**config.mk**
```make
export PLATFORM = sky130hd
export DESIGN_NAME = ccg_tt_capture
export DESIGN_NICKNAME = d
export VERILOG_FILES = /design/src/rtl/ccg_tt_pkg.sv /design/src/rtl/ccg_tt_capture_misr.sv /design/src/rtl/ccg_tt_capture.sv
export SDC_FILE = /design/constraint.sdc
export NUM_CORES = 1
export LEC_CHECK = 0
export CAP_MARGIN = 20
export CORE_UTILIZATION = 45
export DETAILED_ROUTE_END_ITERATION = 7
export HOLD_SLACK_MARGIN = 0.12
export PLACE_DENSITY_LB_ADDON = 0.1
export SETUP_SLACK_MARGIN = 0.3
export SYNTH_ARGS = -nofsm -noshare
export SYNTH_HDL_FRONTEND = slang
export SYNTH_SLANG_ARGS = --single-unit
```
**constraint.sdc**
```tcl
create_clock -name clk -period 1.9 [get_ports clk]
set_clock_uncertainty 0.05 [all_clocks]
set_input_delay 0.475 -clock clk [delete_from_list [all_inputs] [get_ports clk]]
set_output_delay 0.475 -clock clk [all_outputs]
set_load 0.01 [all_outputs]
```
**src/rtl/ccg_tt_pkg.sv**
```systemverilog
// Shared types and constants for the ccg_tt truth-table capture engine.
// The MISR constants are only consumed when CCG_TT_MISR_EN is defined.
package ccg_tt_pkg;

    typedef enum logic [1:0] {
        ST_IDLE   = 2'd0,
        ST_SETTLE = 2'd1,
        ST_EMIT   = 2'd2,
        ST_DONE   = 2'd3
    } state_t;

    localparam int          SIG_W     = 16;
    localparam logic [15:0] MISR_POLY = 16'h1021;
    localparam logic [15:0] MISR_SEED = 16'h0000;

    // One MISR step: shift left, fold the polynomial on carry-out, absorb the row.
    function automatic logic [SIG_W-1:0] misr_step(input logic [SIG_W-1:0] sig,
                                                   input logic [SIG_W-1:0] data);
        return {sig[SIG_W-2:0], 1'b0} ^ (sig[SIG_W-1] ? MISR_POLY : '0) ^ data;
    endfunction

endpackage

```
**src/rtl/ccg_tt_capture_misr.sv**
```systemverilog
// 16-bit MISR compacting accepted truth-table rows into a signature.
// Instantiated by ccg_tt_capture only when CCG_TT_MISR_EN is defined.
module ccg_tt_misr
    import ccg_tt_pkg::*;
(
    input  logic             clk,
    input  logic             rst,
    input  logic             i_clear,
    input  logic             i_en,
    input  logic [SIG_W-1:0] i_data,
    output logic [SIG_W-1:0] o_sig
);

    logic [SIG_W-1:0] r_sig;

    always_ff @(posedge clk) begin
        if (rst || i_clear) begin
            r_sig <= MISR_SEED;
        end else if (i_en) begin
            r_sig <= misr_step(r_sig, i_data);
        end
    end

    assign o_sig = r_sig;

endmodule

```
**src/rtl/ccg_tt_capture.sv**
```systemverilog
// Truth-table capture engine: sweeps every CUT input vector and streams back rows.
// Optional signature compaction is enabled by defining CCG_TT_MISR_EN.
module ccg_tt_capture
    import ccg_tt_pkg::*;
#(
    parameter int N_IN   = 6,
    parameter int N_OUT  = 6,
    parameter int SETTLE = 1
) (
    input  logic             clk,
    input  logic             rst,
    input  logic             start,
    output logic [N_IN-1:0]  x,
    input  logic [N_OUT-1:0] f,
    output logic             out_valid,
    input  logic             out_ready,
    output logic [N_IN-1:0]  out_idx,
    output logic [N_OUT-1:0] out_data,
    output logic             busy,
    output logic             done
`ifdef CCG_TT_MISR_EN
    ,
    output logic [SIG_W-1:0] signature
`endif
);

    localparam logic [3:0]      SETTLE_CNT = 4'(SETTLE);
    localparam logic [N_IN-1:0] LAST_IDX   = '1;

    state_t           r_state, w_state;
    logic [N_IN-1:0]  r_idx, w_idx;
    logic [3:0]       r_cnt, w_cnt;
    logic             r_valid, w_valid;
    logic [N_IN-1:0]  r_out_idx, w_out_idx;
    logic [N_OUT-1:0] r_out_data, w_out_data;

    always_ff @(posedge clk) begin
        if (rst) begin
            r_state    <= ST_IDLE;
            r_idx      <= '0;
            r_cnt      <= '0;
            r_valid    <= 1'b0;
            r_out_idx  <= '0;
            r_out_data <= '0;
        end else begin
            r_state    <= w_state;
            r_idx      <= w_idx;
            r_cnt      <= w_cnt;
            r_valid    <= w_valid;
            r_out_idx  <= w_out_idx;
            r_out_data <= w_out_data;
        end
    end

    always_comb begin
        w_state    = r_state;
        w_idx      = r_idx;
        w_cnt      = r_cnt;
        w_valid    = r_valid;
        w_out_idx  = r_out_idx;
        w_out_data = r_out_data;
        case (r_state)
            ST_IDLE: begin
                if (start) begin
                    w_state = ST_SETTLE;
                    w_idx   = '0;
                    w_cnt   = SETTLE_CNT;
                end
            end
            ST_SETTLE: begin
                if (r_cnt != 4'd0) begin
                    w_cnt = r_cnt - 4'd1;
                end else begin
                    w_out_data = f;
                    w_out_idx  = r_idx;
                    w_valid    = 1'b1;
                    w_state    = ST_EMIT;
                end
            end
            ST_EMIT: begin
                if (r_valid && out_ready) begin
                    w_valid = 1'b0;
                    // Explicit terminal compare: the index never wraps back to row 0.
                    if (r_idx == LAST_IDX) begin
                        w_idx   = '0;
                        w_state = ST_DONE;
                    end else begin
                        w_idx   = r_idx + 1'b1;
                        w_cnt   = SETTLE_CNT;
                        w_state = ST_SETTLE;
                    end
                end
            end
            ST_DONE: begin
                w_state = ST_IDLE;
            end
            default: begin
                w_state = ST_IDLE;
            end
        endcase
    end

    assign x         = r_idx;
    assign out_valid = r_valid;
    assign out_idx   = r_out_idx;
    assign out_data  = r_out_data;
    assign busy      = (r_state != ST_IDLE);
    assign done      = (r_state == ST_DONE);

`ifdef CCG_TT_MISR_EN
    logic             w_misr_clear;
    logic             w_misr_en;
    logic [SIG_W-1:0] w_misr_data;

    assign w_misr_clear = (r_state == ST_IDLE) && start;
    assign w_misr_en    = (r_state == ST_EMIT) && r_valid && out_ready;
    assign w_misr_data  = SIG_W'(r_out_data);

    ccg_tt_misr u_misr (
        .clk     (clk),
        .rst     (rst),
        .i_clear (w_misr_clear),
        .i_en    (w_misr_en),
        .i_data  (w_misr_data),
        .o_sig   (signature)
    );
`endif

endmodule

```
==> impl_metrics.ini <==
[pwr]
ir_worst_vdd_uv = 683
p_leak_nw = 0.742
power.density_nw_per_um2 = 835

[timing]
rsz0062_at_grt = yes
slew_violations = 0
worst_pin_slew_ps = 323
fin_crit_sh_pct = 85.9
fmax_ghz = 0.613
hold_viol = 0
hold_slack_ps = 409
setup_slack_ps = 267
setup_viol = 0
max-slew-margin-rel_pct = 78.4
finalCriticalPeriod_ps = 1630

[outcome]
status = finished, final reports clean

[placement]
placed_cell_area_um2 = 1480
io_buffers = 30
dpl.hpwl_um = 1710
globalplace.congestion = 0.758
dpl_worst_slack_ps = -99.2
placed_cells = 190

[setup_path]
path_class = reg -> reg
worstPathMaxFanout = 4
worstPathArrival_ps = 1850
worstPathCellList = inv_2 -> ha_4 -> or3b_4 -> o22ai_4 -> buf_6 -> o21ai_0 -> a21oi_1
critPathSlowestCell = or3b_4
timing.rr.end = r_cnt[1]
crit_required_ps = 2120
worstSetupEndpointType = flip-flop
r2r_cells = 7
critPathBufInv = 2
cp_top_family = compound AO/OA/AOI/OAI gates
regToRegStartpoint = r_cnt[1]
slowest_delay_ps = 410
cp-start-kind = flip-flop
rrSetupSlack_ps = 270

[layout]
area_delta_synth_final_pct = 54.8
layout_commonest_cell = nand2_1
fin_util_pct = 75.3
fin_cells = 208
mostFrequentLayoutCells = nand2_1, dlygate4sd2_1, dfxtp_1
fill_cells = 186
final_area_um2 = 1710
drive_gt1_share_pct = 32.8
final_nets = 193
diodes = 0

[floorplanning]
die_w_um = 51.6
core_um2 = 2280
pin_count = 31
dieHeight_um = 51.6
rows = 17
die-area_um2 = 2660
start_util_pct = 48.7

[detailed_routing]
drtIter0Drc = 8
avgRoutedWirePerCell_um = 13.9
drt_first_pass_iters = 4
drc = 0
viasPerCell = 5.30
ant_nets = 0
vias = 1103
routed_wl_um = 2890

[clock_tree]
clock_sinks = 25
numCtsBuffers = 3
clk_pin_slew_worst_paths_ps = 150
cts-root-buf = clkbuf_4
clockBufferDepth = 2
cts_tree = done
htreeDepth = 1
clk_latency_ps = 330

[min_path]
hold_end = out_idx[0]
hp-class = reg -> reg
min_delay_path_depth = 2
holdCritStartpoint = out_idx[0]

[global_route]
grt_pass1_wl_um = 4350
grt_usage_pct = 22.1
grt_pass1_vias = 953
grt_max_degree = 22
antenna_found_initial = 0
overflow = 0

[yosys]
yosysTopAreaCellShare_pct = 45.2
syn-num-nets = 140
synth_area_um2 = 1110
synth_flop_cell = dfxtp_1
ys_seq_area_share_pct = 45.2
yosysWarnings = 0
synth_cell_types = 36
yosys_register_bits = 25
synthTopCellsByArea = dfxtp_1, nand2_1, a21oi_1
synth_edf_count = 0
syn_inst = 128
synth_async_sr_flop_share_pct = 0
avgSynthCellArea_um2 = 8.65
yosysTopAreaCell = dfxtp_1

[job]
max_cap_violations = 0
## area by class of cell
| class | count | area (um^2) | share of cell area (%) |
|---|---|---|---|
| clock buffer | 3 | 22.5 | 1.31 |
| clock inverter | 1 | 5.00 | 0.292 |
| inverter | 2 | 7.51 | 0.438 |
| multi-input combinational | 96 | 647 | 37.7 |
| sequential | 25 | 518 | 30.2 |
| tap | 28 | 35.0 | 2.04 |
| timing repair buffer | 53 | 479 | 28.0 |
## cells by family (layout without fill, tap and decap cells)
| family | Yosys count | after routing | share of synthesized area [%] |
|---|---|---|---|
| AO/OA/AOI/OAI | 32 | 32 | 19.0 |
| AND/OR/NAND/NOR | 57 | 57 | 26.2 |
| flip-flops | 25 | 25 | 45.2 |
| buffers and inverters | 7 | 59 | 3.39 |
| adder cells (fa/ha/maj) | 2 | 2 | 2.26 |
| XOR/XNOR | 5 | 5 | 3.95 |
## tightest hold or removal path, cell delays in order (launching register included)
cell     delay, ps
dfxtp_1        330
nand2_1         50
a21oi_1         50
## what timing repair did
item,CTS,global route
endpoints found under the setup margin,41,25
hold buffers,0,0
gates resized for setup,51,14
setup buffers,9,5
pin swaps,8,10
## metrics by stage
step                      power [W]  setup TNS, ps
final                       0.00143              0
after global routing        0.00150              0
after CTS                   0.00134              0
after detailed placement    0.00102           -690
after global placement      0.00101           -274
after floorplan            0.000867              0
## flip-flops by register name, indices dropped and copies added (netlist names)
| signal | flops |
|---|---|
| out_idx | 6 |
| r_cnt | 4 |
| x | 6 |
| out_valid | 1 |
| r_state | 2 |
| out_data | 6 |
## cells in the mapped netlist (all sizes together), types with 2 or more instances
cell,n
nand2,28
dfxtp,25
a21oi,16
nor2,10
xor2,5
o21ai,4
clkbuf,3
nor3,3
o2111ai,3
and2b,2
buf,2
ha,2
inv,2
nand3,2
nor3b,2
or4,2
## report_power, final
part / leakage (nW) / internal, W / switching [W]
registers: 0.207 / 0.000574 / 0.0000342
logic: 0.518 / 0.000302 / 0.000267
clock network: 0.0177 / 0.0000791 / 0.000175
## routing by layer
metal	wire [um]	vias to the layer above	track usage, %
met1	1270	527	27.9
met5	0	-	0
met2	1470	24	38.7
met3	125	2	2.63
li1	-	550	-
met4	19	0	7.66
## worst max-delay path by stage
stage          startpoint       end  slack, ps  cells after the start
5_1_grt        r_state[1]      x[4]        170                      8
3_3_place_gp        start  r_cnt[2]        -60                      5
6_report         r_cnt[1]  r_cnt[1]        270                      7
2_1_floorplan    r_cnt[0]  r_cnt[1]        330                      6
4_1_cts        r_state[0]      busy        120                      2
3_5_place_dp        start  r_cnt[3]       -100                      5
Note: power is estimated with default switching activity, not from simulation.
